File: config.mk
export PLATFORM = sky130hd
export DESIGN_NAME = sqrt_issue_seq
export DESIGN_NICKNAME = d
export VERILOG_FILES = /design/src/rtl/sqrt_issue_seq.sv
export SDC_FILE = /design/constraint.sdc
export NUM_CORES = 1
export LEC_CHECK = 0
export ABC_AREA = 1
export CORE_ASPECT_RATIO = 1.4
export CORE_MARGIN = 5
export CORE_UTILIZATION = 54
export CTS_CLUSTER_SIZE = 20
export DETAILED_ROUTE_END_ITERATION = 10
export GPL_ROUTABILITY_DRIVEN = 0
export MAX_ROUTING_LAYER = met4
export PLACE_DENSITY = 0.85
export SYNTH_ARGS = -nofsm -noshare
export SYNTH_HDL_FRONTEND = slang
export SYNTH_SLANG_ARGS = --single-unit
File: constraint.sdc
create_clock -name CLK -period 7.6 [get_ports CLK]
set_clock_uncertainty 0.2 [all_clocks]
set_input_delay 1.52 -clock CLK [delete_from_list [all_inputs] [get_ports CLK]]
set_output_delay 1.52 -clock CLK [all_outputs]
set_load 0.01 [all_outputs]
File: src/rtl/sqrt_issue_seq.sv
// sqrt_issue_seq: issues a vector of fp16 operands one at a time to a sqrt unit and gathers the results
module sqrt_issue_seq #(
  parameter int LANES   = 16,
  parameter int TIMEOUT = 64
) (
  input  logic                   CLK,
  input  logic                   nRST,
  input  logic                   start,
  input  logic [LANES-1:0][15:0] vec_in,
  input  logic                   sq_ready,
  input  logic                   sq_valid_out,
  input  logic [15:0]            sq_output_val,
  output logic [15:0]            sq_input_val,
  output logic                   sq_valid_in,
  output logic [LANES-1:0][15:0] vec_out,
  output logic                   busy,
  output logic                   done,
  output logic                   err
);
  localparam int IW = $clog2(LANES);
  localparam int TW = $clog2(TIMEOUT);
  typedef enum logic [1:0] {IDLE, ISSUE, WAIT, DONE} state_t;
  state_t                 r_state, w_next;
  logic [LANES-1:0][15:0] r_buf;
  logic [IW-1:0]          r_idx;
  logic [TW-1:0]          r_wd;
  logic                   w_last, w_tmo;
  assign w_last = r_idx == IW'(LANES - 1);
  assign w_tmo  = r_wd == TW'(TIMEOUT - 1);
  assign busy   = r_state != IDLE;
  assign done   = r_state == DONE;
  // next state: a lane finishes on a response or on watchdog expiry
  always_comb begin
    w_next = r_state;
    case (r_state)
      IDLE:    w_next = start ? ISSUE : IDLE;
      ISSUE:   w_next = sq_ready ? WAIT : ISSUE;
      WAIT:    w_next = (sq_valid_out || w_tmo) ? (w_last ? DONE : ISSUE) : WAIT;
      default: w_next = IDLE;
    endcase
  end
  // state register, operand snapshot, request issue and result capture
  always_ff @(posedge CLK or negedge nRST) begin
    if (!nRST) begin
      r_state      <= IDLE;
      r_buf        <= '0;
      r_idx        <= '0;
      r_wd         <= '0;
      sq_input_val <= '0;
      sq_valid_in  <= 1'b0;
      vec_out      <= '0;
      err          <= 1'b0;
    end else begin
      r_state     <= w_next;
      sq_valid_in <= 1'b0;
      case (r_state)
        IDLE: if (start) begin
          r_buf <= vec_in;
          r_idx <= '0;
          err   <= 1'b0;
        end
        ISSUE: if (sq_ready) begin
          sq_input_val <= r_buf[r_idx];
          sq_valid_in  <= 1'b1;
          r_wd         <= '0;
        end
        WAIT: if (sq_valid_out || w_tmo) begin
          vec_out[r_idx] <= sq_valid_out ? sq_output_val : 16'h7E00;
          err            <= err | ~sq_valid_out;
          r_idx          <= w_last ? r_idx : r_idx + 1'b1;
        end else begin
          r_wd <= r_wd + 1'b1;
        end
        default: ;
      endcase
    end
  end
endmodule

---- After elaboration in Yosys (flattened, before gate mapping) ----
Index checks and enable logic that the tools add are counted.
storage, ports and cells
  bits in registers ....................... 542
  input bits .............................. 277
  output and inout bits ................... 276
  word-level logic and storage cells ...... 89
cells by class
  add/subtract/negate cells ............... 2
  magnitude comparators ................... 2
  equality and inequality tests ........... 10
  multiplexer cells ....................... 23
  bitwise operators ....................... 2
  reductions and logical operators ........ 12
operator list
  operator                                                           number
  bitwise mux 256 bit                                                1
  binary-select mux 16 bit (select 4 bit)                            1
  demux 16 bit (select 4 bit)                                        1
  two-way mux 16 bit                                                 3
  two-way mux 4 bit                                                  3
  two-way mux 6 bit                                                  2
  case mux 6 bit (2 select lines)                                    1
  inequality test 2 bit, second input constant                       5
  case mux 4 bit (2 select lines)                                    1
  adder 6 x 1 -> 6 bit, second input constant                        1
  == test 6 bit, second input constant                               1
  two-way mux 2 bit                                                  3
  case mux 2 bit (3 select lines)                                    1
  AND reduction 2 bit                                                3
  AND reduction 3 bit                                                2
  nonzero test 2 bit                                                 3
  less-than comparator 4 x 5 -> 1 bit, second input constant         1
  two-way mux 1 bit                                                  5
  adder 4 x 1 -> 4 bit, second input constant                        1
  == test 2 bit, second input constant                               2
  == test 4 bit, second input constant                               1
  greater-or-equal comparator 4 x 1 -> 1 bit, second input constant  1
  AND reduction 4 bit                                                1
  == test 2 x 1 -> 1 bit, second input constant                      1
  other kinds (6)                                                    6

---- Logic depth before layout (Yosys ltp) ----
Gate-level depths: netlist of the first run.
  depth after elaboration ................. 5
  depth in mapped cells ................... 11
  gate-level depth less buffers ........... 8

---- Worst setup path before layout of the first run ----
Ideal clock, no wire load.
  path type ............................... input to register
  start point ............................. input sq_ready
  end point ............................... register sq_input_val[12]
  data arrival time ....................... 2318 ps
  setup slack ............................. 4965 ps
  stages .................................. 6
  cell sequence ........................... inv_1 > nor3_2 > clkbuf_1 > nand2_1 > nor2_1 > nor2_1
on the way
  word-level cells in the longest chain between the ends .. 1
RTL lines
  element                        RTL line  text
  start, declared                10        input logic sq_ready,
  AND reduction 2 bit (no line)  --
  end signal, assigned           63        sq_input_val <= r_buf[r_idx];
  end, declared                  13        output logic [15:0] sq_input_val,
Every way passes these cells.
A chain may end at the register's enable or synchronous reset.

---- Final worst setup path of the first run ----
  start point ............................. input sq_valid_out
  end point ............................... register vec_out[253] (netlist bit)
on the way
  word-level cells in the longest chain between the ends .. 2
  elaborated cells on any way between the ends .. 4
  those cells by class .................... mux: 2; reduce/logical: 2
RTL lines
  element                                                            RTL line  text
  start, declared                                                    11        input logic sq_valid_out,
  two-way mux 16 bit / logical OR 1 bit (equally long branches)      68, 67
  bitwise mux 256 bit / AND reduction 2 bit (equally long branches)  --
  end signal, assigned by index                                      68        vec_out[r_idx] <= sq_valid_out ? sq_output_val : 16'h7E00;
  end, declared                                                      15        output logic [LANES-1:0][15:0] vec_out,
Parallel ways exist; a longest one is shown, timed or not.

==> key figures, run 1 <==
Status
  – Outcome: finished, final reports clean

Routing
  – DRC viols: 0
  – Post-route antenna net violation count: 0
  – DR WL/cell: around 21 um
  – Routed wire length: roughly 85,000 um
  – DR pass1 iterations: 6
  – Iter 0 DRT Violations: between 2,000 and 3,000
  – Routed vias/inst: ~5.7
  – Via count: 22,786

Global routing
  – Largest net degree at the start of global routing: 198
  – Initial antenna violation count: 2
  – Total GRT Usage: 34.9%
  – Vias in the first global route: 22,594
  – Global route overflow: 0
  – Global-route wire length before repair: 129,000 um

Finish
  – FF/Latch Area: ~0.014 mm2
  – Area growth, synth to finish: 30.6%
  – Fraction of layout cells with a size suffix above 1: around 4%
  – Final core occ: between 70% and 80%
  – Area of the multi-input gates: slightly below 0.009 mm2
  – Filler cells: around 3,200
  – Layout Nets: 3,693

Min path
  – Hold Path End: vec_out[59]
  – Hold path start: vec_out[59]
  – Hold path depth: 2
  – Hold Crit Class: register to register

Synthesis
  – Net count after synthesis: 3,261
  – Netlist Area Pre-Place: ~0.024 mm2
  – Synth Instances: a little under 3,000
  – Top cells by count, synth: 1,316 x nand2_1, 542 x dfrtp_1, 399 x nand3_1
  – Yosys top cell by area: dfrtp_1
  – Top post-synthesis cells by area: dfrtp_1 57%, nand2_1 21%, nand3_1 8.4%
  – Top cell type's share of synthesized area: 56.8%
  – Post-synth top flop: dfrtp_1
  – Async SR Flop Fraction: 100%
  – Synthesized flop and latch total: 542
  – Netlist cell types: 25
  – Average size of a mapped cell: 8.01 um2
  – Yosys warnings: 0
  – Post-synth EDFFs: 0
  – Cell with the most instances after synthesis: nand2_1
  – Sequential cell area fraction in the yosys report: a little under three fifths

Timing
  – F_max: roughly 230 MHz
  – RSZ-0062 raised after global routing: false
  – TNS Setup: 0 ns
  – Tcrit/Tclk final: 57.1%
  – Worst-margin pin slew: about 1.3 ns
  – Post-layout min period: roughly 4.3 ns
  – Hold slack: between 0.2 and 0.3 ns
  – Max-slew violations: 0
  – Setup ws final: 3.26 ns
  – Slew HR: ~15%
  – Endpoints failing setup: 0
  – Final Hold Fails: 0

Worst setup path
  – Register-to-register setup slack: 4.08 ns
  – Reg-to-Reg End: vec_out[205]
  – R2R depth: 7
  – CP cell instances: clkdlybuf4s50_1, inv_1, nand2_1, nand3_1, o21ai_0
  – Critical path buffers and inverters: 2
  – Crit path largest cell delay: between 0.9 and 1 ns
  – Worst setup EP type: register
  – Slowest CP cell: clkdlybuf4s50_1
  – RR Startpoint: r_idx[0]
  – Worst-path fanout max: 32
  – CP startpoint kind: input pin
  – Critical Path RT: 7.85 ns
  – Critical path class: input pin to register
  – CP arrival: approximately 4.6 ns
  – Critical path's top delay family: buffers and inverters

Floorplanning
  – Chip height: between 200 and 300 um
  – Die ar.: slightly below 0.05 mm2
  – Initial Util: 54.3%
  – Die W: around 190 um
  – I/O pin cnt: roughly 550
  – Core ar.: ~0.044 mm2
  – Row Count: 91

Power and ir drop
  – Leakage Power: around 16 nW
  – Pwr/cell area: 317 mW/mm2
  – Pwr Total: 9.88 mW
  – VDD IR-drop max: 0.216 mV

CTS
  – Postcts setup bufs: 0
  – CTS root buffer: clkbuf_16
  – CTS resizes: 0
  – CTS Buffer Depth: 3
  – CTS Buf Count: a little under 50
  – Skew-Pair Late Insertion Delay: around 0.58 ns
  – CTS tree: built
  – Worst-path clk slew: approximately 0.070 ns
  – Hold_buf cts: 0
  – Htree depth: 2
  – # clock sinks: 542

Job
  – Max_cap viols: 0

Place
  – Pre-CTS WS: ~2.7 ns
  – Port bufs: 552
  – DP HPWL: 59,000 um
==> flip-flops by register name (all words and copies together) (netlist names) <==
signal / count
err: 1
r_buf: 256
r_idx: 4
r_state: 2
r_wd: 6
sq_input_val: 16
sq_valid_in: 1
vec_out: 256
==> through the flow <==
| step | cell area (um2) | std cells |
|---|---|---|
| floorplan | 23900 | 2979 |
| global placement | 29400 | 3918 |
| detailed placement | 29400 | 3918 |
| CTS | 31100 | 4006 |
| global route | 31200 | 4008 |
| finish | 31200 | 4008 |
==> routing by layer <==
| metal | vias to the layer above | wire length, um | global-route usage (%) |
|---|---|---|---|
| li1 | 10141 | - | - |
| met1 | 10784 | 28600 | 39.5 |
| met2 | 1529 | 41300 | 56.9 |
| met3 | 332 | 8010 | 6.41 |
| met4 | 0 | 6750 | 23.4 |
| met5 | - | 0 | - |
==> cell type report <==
cell class | instances | area share [%]
Antenna cell | 2 | 0.0161
Clock buffer | 76 | 4.81
Clock inverter | 12 | 0.731
Inverter | 198 | 2.42
Multi-Input combinational cell | 2052 | 27.9
Sequential cell | 542 | 43.6
Tap cell | 558 | 2.24
Timing Repair Buffer | 568 | 18.3
==> power by group <==
part           switching, mW  total [mW]  internal (mW)
Combinational           2.05        3.12           1.06
Clock                   1.09        2.65           1.56
Sequential             0.426        4.11           3.68
Total                   3.57        9.88           6.30
==> cells by family (layout without fill, tap and decap cells) <==
kind of cell	after synthesis	after routing	synth area share (%)
AND/OR/NAND/NOR	1834	1834	31.6
flip-flops	542	542	56.8
buffers and inverters	385	854	6.74
AO/OA/AOI/OAI	211	211	4.44
adder cells (fa/ha/maj)	5	5	0.262
XOR/XNOR	2	2	0.0734
other	0	2	0
==> worst max path at each step <==
stage                     slack, ns    startpoint  depth (start not counted)               end
after floorplan                4.96      sq_ready                          6  sq_input_val[12]
after global routing           3.02  sq_valid_out                          5      vec_out[251]
after CTS                      3.25  sq_valid_out                          5      vec_out[253]
after detailed placement       2.74  sq_valid_out                          5      vec_out[248]
final                          3.26  sq_valid_out                          5      vec_out[253]
after global placement         2.81  sq_valid_out                          5      vec_out[250]
==> placed cells by master (no fill, tap or decap), drive strengths merged <==
| master | instances |
|---|---|
| dfrtp | 542 |
| nand3 | 399 |
| o21ai | 208 |
| ha | 5 |
| clkinvlp | 1 |
| clkinv | 5 |
| a21oi | 3 |
| xor2 | 1 |
| clkbuf | 76 |
| nor3b | 2 |
| nand2 | 1329 |
| clkdlybuf4s50 | 551 |
| nor3 | 1 |
| inv | 198 |
| diode | 2 |
| bufinv | 6 |
| xnor2 | 1 |
| buf | 17 |
| nor2 | 103 |
==> tightest hold or removal path, cell delays in order (launching register included) <==
cell	delay, ns
dfrtp_1	0.34
nand2_1	0.06
nand2_1	0.05
(Power assumes the default switching activity.)
==> run 2, diff against run 1 <==
--- a/config.mk
+++ b/config.mk
@@ -8,12 +8,12 @@
 export ABC_AREA = 1
 export CORE_ASPECT_RATIO = 1.4
 export CORE_MARGIN = 5
-export CORE_UTILIZATION = 54
+export CORE_UTILIZATION = 51
 export CTS_CLUSTER_SIZE = 20
 export DETAILED_ROUTE_END_ITERATION = 10
 export GPL_ROUTABILITY_DRIVEN = 0
 export MAX_ROUTING_LAYER = met4
-export PLACE_DENSITY = 0.85
+export PLACE_DENSITY = 0.81
 export SYNTH_ARGS = -nofsm -noshare
 export SYNTH_HDL_FRONTEND = slang
 export SYNTH_SLANG_ARGS = --single-unit
==> constraint.sdc (replaced) <==
create_clock -name CLK -period 4.45 [get_ports CLK]
set_clock_uncertainty 0.2 [all_clocks]
set_input_delay 0.89 -clock CLK [delete_from_list [all_inputs] [get_ports CLK]]
set_output_delay 0.89 -clock CLK [all_outputs]
set_load 0.01 [all_outputs]
==> run 2 against run 1 <==
Critical endpoint is now sq_input_val[10]. Via count fell by 0.75%. Hold slack lost 0.079 ns. Sequential power rose by 68%. Clock power up 71%. Highest routed layer unchanged. Critical path depth is 4 higher. Largest power group unchanged. Cell count grew 1.9%. Die area increased by 5.6%. Global-route usage down 2.1 points. Wire length down 0.56%.
==> key figures, run 2 (synthesis gave the netlist of run 1 again) <==
Power and ir drop
  – NetSw: roughly 6.0 mW
  – VDD IR-drop max: 0.411 mV
  – Leakage Power: between 15 and 20 nW
  – Combinational power share: 32.1%
  – Sequential share of power: around two fifths
  – Pwr/cell area: between 500 and 600 mW/mm2
  – Switching share of power: 35.8%
  – Clock network power share: a little over a quarter
  – Internal power: 10.8 mW

Worst setup path
  – Critical Path RT: about 4.7 ns
  – Reg-to-Reg End: sq_input_val[10]
  – Critical path class: register to register
  – Critical path's top delay family: buffers and inverters
  – Crit path largest cell delay: 0.79 ns
  – Register-to-register setup slack: around 1.3 ns
  – Most common cell on crit path: nand2_1
  – Worst setup EP type: register
  – RR Startpoint: r_idx[0]
  – Slowest CP cell: buf_4
  – Worst-path fanout max: 79
  – CP startpoint kind: register
  – CP cell instances: inv_4, buf_4, nand2_1, nand3_1, o21ai_0, nand2_1, nand2_1, nor2_1, nor2_1
  – Critical path buffers and inverters: 2
  – Worst Setup SP: r_idx[0]
  – R2R depth: 9
  – CP arrival: 3.43 ns

Global routing
  – Total GRT Usage: between 30 and 40%
  – Vias in the first global route: roughly 22,000
  – Global route overflow: 0
  – Global-route wire length before repair: around 130,000 um
  – Largest net degree at the start of global routing: 110
  – Initial antenna violation count: 2

Place
  – Pre-CTS WS: about 1.3 ns
  – DP HPWL: between 50,000 and 60,000 um
  – Placed inst area: roughly 0.03 mm2
  – Port bufs: 552

Timing
  – TNS Setup: 0 ns
  – Endpoints failing setup: 0
  – F_max: between 300 and 400 MHz
  – Slew HR: a little under a quarter
  – Final Hold Fails: 0
  – Tcrit/Tclk final: a little under three quarters
  – Setup ws final: roughly 1.3 ns
  – Post-layout min period: 3.19 ns
  – RSZ-0062 raised after global routing: false
  – Max-slew violations: 0
  – Worst-margin pin slew: between 1 and 1.5 ns

Floorplanning
  – Core ar.: approximately 0.046 mm2
  – Die ar.: about 0.05 mm2
  – Row Count: between 90 and 100
  – I/O pin cnt: 553
  – Chip height: around 270 um
  – Die W: approximately 190 um
  – Initial Util: about half

CTS
  – Htree depth: 2
  – Hold_buf cts: 0
  – CTS Buffer Depth: 3
  – CTS root buffer: clkbuf_16
  – CTS tree: built
  – CTS Buf Count: a little under 50
  – Postcts setup bufs: 0
  – Skew-Pair Late Insertion Delay: ~0.58 ns
  – Worst-path clk slew: about 0.070 ns
  – # clock sinks: 542
  – CTS resizes: 0

Routing
  – DRC viols: 0
  – DR pass1 iterations: 6
  – Routed vias/inst: ~5.5
  – DR WL/cell: roughly 20 um
  – Post-route antenna net violation count: 0
  – Routed wire length: 84,200 um
  – Via count: 22,615
  – Iter 0 DRT Violations: 2,335

Finish
  – Area growth, synth to finish: 31.8%
  – Most common cell after layout, fill and taps aside: nand2_1
  – Filler cells: approximately 3,500
  – Top flop regs: r_buf: 256 flops, vec_out: 256 flops, sq_input_val: 16 flops
  – Layout Nets: between 3,000 and 4,000
  – Commonest non-fill, non-tap cells in the layout: 1,315 x nand2_1, 551 x clkdlybuf4s50_1, 540 x dfrtp_1
  – Fraction of layout cells with a size suffix above 1: roughly 4.6%
  – Design area: ~0.031 mm2

Status
  – Outcome: finished, final reports clean

Job
  – Max_cap viols: 0

Min path
  – Hold Crit Class: input pin to asynchronous set/reset pin
==> run 2: changes by cell type in the layout (fill, tap and decap cells not counted), sizes merged <==
cell and delta:
inv +2, clkbuf -5, clkinv +1, bufinv +1, clkinvlp +2, buf +18
==> run 2: power groups by stage <==
stage,combinational (mW),clock [mW],sequential (mW)
2_1_floorplan,3.18,0,6.88
3_3_place_gp,5.16,0,6.91
3_5_place_dp,5.30,0,6.97
4_1_cts,5.37,4.57,6.90
5_1_grt,6.00,4.78,7.04
6_report,5.40,4.53,6.92
==> run 2: worst max path at each step <==
stage                                   to  slack, ns  cells past startpoint
after CTS                     vec_out[243]       1.33                      7
after floorplan               vec_out[197]       2.06                     11
after detailed placement        r_buf[159]       1.27                      6
after global placement          r_buf[159]       1.27                      6
final                     sq_input_val[10]       1.26                      9
after global routing           vec_out[29]       1.09                      7
==> run 2: final cells by class <==
| type | instances | area [um2] | share of cell area [%] |
|---|---|---|---|
| Multi-Input combinational cell | 2052 | 8700 | 27.7 |
| Clock buffer | 71 | 1440 | 4.58 |
| Timing Repair Buffer | 586 | 5920 | 18.8 |
| Sequential cell | 542 | 13600 | 43.2 |
| Tap cell | 617 | 772 | 2.46 |
| Inverter | 198 | 753 | 2.40 |
| Antenna cell | 2 | 5.00 | 0.0159 |
| Clock inverter | 18 | 280 | 0.891 |
==> run 2: metal layers <==
layer	GRT usage, %	share of wire [%]
met5	-	0
met4	22.0	8.1
met3	5.06	9.3
met2	51.6	47
met1	39.1	35
==> run 2: per-stage QoR <==
stage / hold WS (ns) / power (mW) / util [%] / std cells
6_report: 0.198 / 16.9 / 68.1 / 4086
5_1_grt: 0.261 / 17.8 / 68.1 / 4086
4_1_cts: 0.223 / 16.8 / 68.1 / 4084
3_5_place_dp: 0.258 / 12.3 / 64.3 / 3995
3_3_place_gp: 0.253 / 12.1 / 64.3 / 3995
2_1_floorplan: 0.244 / 10.1 / - / 2979
==> run 3, diff against run 2 <==
==> constraint.sdc (replaced) <==
create_clock -name CLK -period 3.2 [get_ports CLK]
set_clock_uncertainty 0.2 [all_clocks]
set_input_delay 0.64 -clock CLK [delete_from_list [all_inputs] [get_ports CLK]]
set_output_delay 0.64 -clock CLK [all_outputs]
set_load 0.01 [all_outputs]
==> run 3 against run 2 <==
Via count up 1.1%. Register-to-register slack worse by 0.67 ns. Die area unchanged. First-iteration DRC count up 6.3%. Wire length up 1.1%. Utilization up 0.73 points. Combinational power up 42%. Global-route usage up 0.50 points. Clock power up 41%. Worst setup slack worse by 0.91 ns. Sequential power up 39%.
==> key figures, run 3 (synthesis gave the netlist of run 1 again) <==
Status
  – Outcome: finished, final reports clean

Floorplanning
  – Chip height: approximately 270 um
  – Initial Util: 51.6%
  – Die ar.: about 0.051 mm2
  – I/O pin cnt: approximately 550
  – Die W: 193 um
  – Row Count: between 90 and 100
  – Core ar.: roughly 0.046 mm2

Timing
  – Worst-margin pin slew: between 0.9 and 1 ns
  – Max-slew violations: 0
  – Hold slack: 0.274 ns
  – Tcrit/Tclk final: between 80% and 90%
  – TNS Setup: 0 ns
  – F_max: approximately 350 MHz
  – Final Hold Fails: 0
  – Post-layout min period: roughly 2.8 ns
  – Slew HR: between 30% and 40%
  – RSZ-0062 raised after global routing: false
  – Endpoints failing setup: 0
  – Setup ws final: roughly 0.35 ns

Job
  – Max_cap viols: 0

Routing
  – Via count: 22,861
  – Routed wire length: 85,100 um
  – Iter 0 DRT Violations: about 2,500
  – Post-route antenna net violation count: 0
  – DR pass1 iterations: 6
  – DR WL/cell: ~21 um
  – DRC viols: 0
  – Routed vias/inst: between 5 and 6

Worst setup path
  – Critical Path RT: between 2 and 2.5 ns
  – CP startpoint kind: register
  – Critical path class: register to output port
  – Worst-path fanout max: 5
  – Slowest CP cell: clkdlybuf4s50_1
  – Crit path largest cell delay: 0.53 ns
  – Worst setup EP type: output port
  – CP arrival: about 2 ns
  – Critical path buffers and inverters: 2
  – Critical path's top delay family: buffers and inverters
  – CP cell instances: nor2_1, inv_1, clkdlybuf4s50_1

CTS
  – CTS Buffer Depth: 3
  – CTS resizes: 0
  – CTS root buffer: clkbuf_16
  – CTS Buf Count: 51
  – Htree depth: 2
  – Worst-path clk slew: approximately 0.06 ns
  – Hold_buf cts: 1
  – Postcts setup bufs: 0
  – CTS tree: built
  – # clock sinks: around 540
  – Skew-Pair Late Insertion Delay: between 0.5 and 0.6 ns

Global routing
  – Global route overflow: 0
  – Initial antenna violation count: 4
  – Largest net degree at the start of global routing: 133
  – Global-route wire length before repair: roughly 130,000 um
  – Total GRT Usage: around 33%
  – Vias in the first global route: between 20,000 and 25,000

Finish
  – Fraction of layout cells with a size suffix above 1: approximately 5.4%
  – Top flop regs: r_buf: 256 flops, vec_out: 256 flops, sq_input_val: 16 flops
  – Area growth, synth to finish: 33.2%
  – Layout Nets: around 3,700
  – Final core occ: between 60% and 70%
  – Most common cell after layout, fill and taps aside: nand2_1
  – Commonest non-fill, non-tap cells in the layout: 1,315 x nand2_1, 551 x clkdlybuf4s50_1, 540 x dfrtp_1

Place
  – DP HPWL: 60,700 um
  – Pre-CTS WS: between 0.3 and 0.4 ns
  – Port bufs: 552

Power and ir drop
  – NetSw: roughly 8.5 mW
  – VDD IR-drop max: 0.473 mV
  – Pwr/cell area: 746 mW/mm2
  – Switching share of power: between 30 and 40%
  – Leakage Power: 16.1 nW
  – Pwr Total: roughly 24 mW
  – Combinational power share: between 30% and 40%
  – Sequential share of power: around two fifths
  – Internal power: ~15 mW
  – Clock network power share: 27.0%

Min path
  – Hold Crit Class: register to register
## run 3: changes by cell type in the layout (fill, tap and decap cells not counted), sizes merged
cell         change
diode            +2
inv              +1
clkinv           -1
dlygate4sd3      +1
clkinvlp         +2
buf             +30
clkbuf           +3
## run 3: power groups by stage
stage / registers (mW) / logic, mW / clock network, mW
final: 9.65 / 7.65 / 6.39
after global routing: 9.80 / 8.46 / 6.71
after CTS: 9.61 / 7.63 / 6.44
after detailed placement: 9.72 / 7.50 / 0
after global placement: 9.64 / 7.28 / 0
after floorplan: 9.57 / 4.42 / 0
## run 3: stage by stage
step	area [um2]	cells
3_3_place_gp	30000	4025
2_1_floorplan	23900	2979
5_1_grt	31800	4124
6_report	31800	4124
3_5_place_dp	30000	4025
4_1_cts	31800	4120
## run 3: worst reg2reg max path, delay by kind of cell (launching register included)
family                 cells  cell delay (ns)
buffers and inverters      2             0.26
flip-flops                 1             0.56
AND/OR/NAND/NOR            5             1.48
## run 3: metal layers
metal,global-route usage (%),part of all wire (%),vias up
met5,-,0,-
met4,23.7,9.0,0
met3,4.82,9.6,357
met2,52.1,47,1447
met1,39.5,34,10806
li1,-,-,10251
## run 3: final timing paths
| check | cells after the start | endpoint | startpoint | slack [ns] |
|---|---|---|---|---|
| worst max-delay path | 3 | busy | r_state[1] | 0.35 |
| worst min register to register | 2 | vec_out[70] | vec_out[70] | 0.27 |
| max in group asynchronous | 3 | vec_out[142] | nRST | 1.29 |
| min in group asynchronous | 2 | vec_out[252] | nRST | 0.42 |
| worst min-delay path | 2 | vec_out[70] | vec_out[70] | 0.27 |
| worst max register to register | 7 | vec_out[100] | r_idx[2] | 0.59 |
## run 3: final cells by class
class	instances	area (um2)
clock buffer	74	1450
tap	617	772
multi-input combinational	2052	8700
sequential	542	13600
antenna	4	10.0
fill	3498	14400
clock inverter	20	299
inverter	198	753
timing repair buffer	617	6220
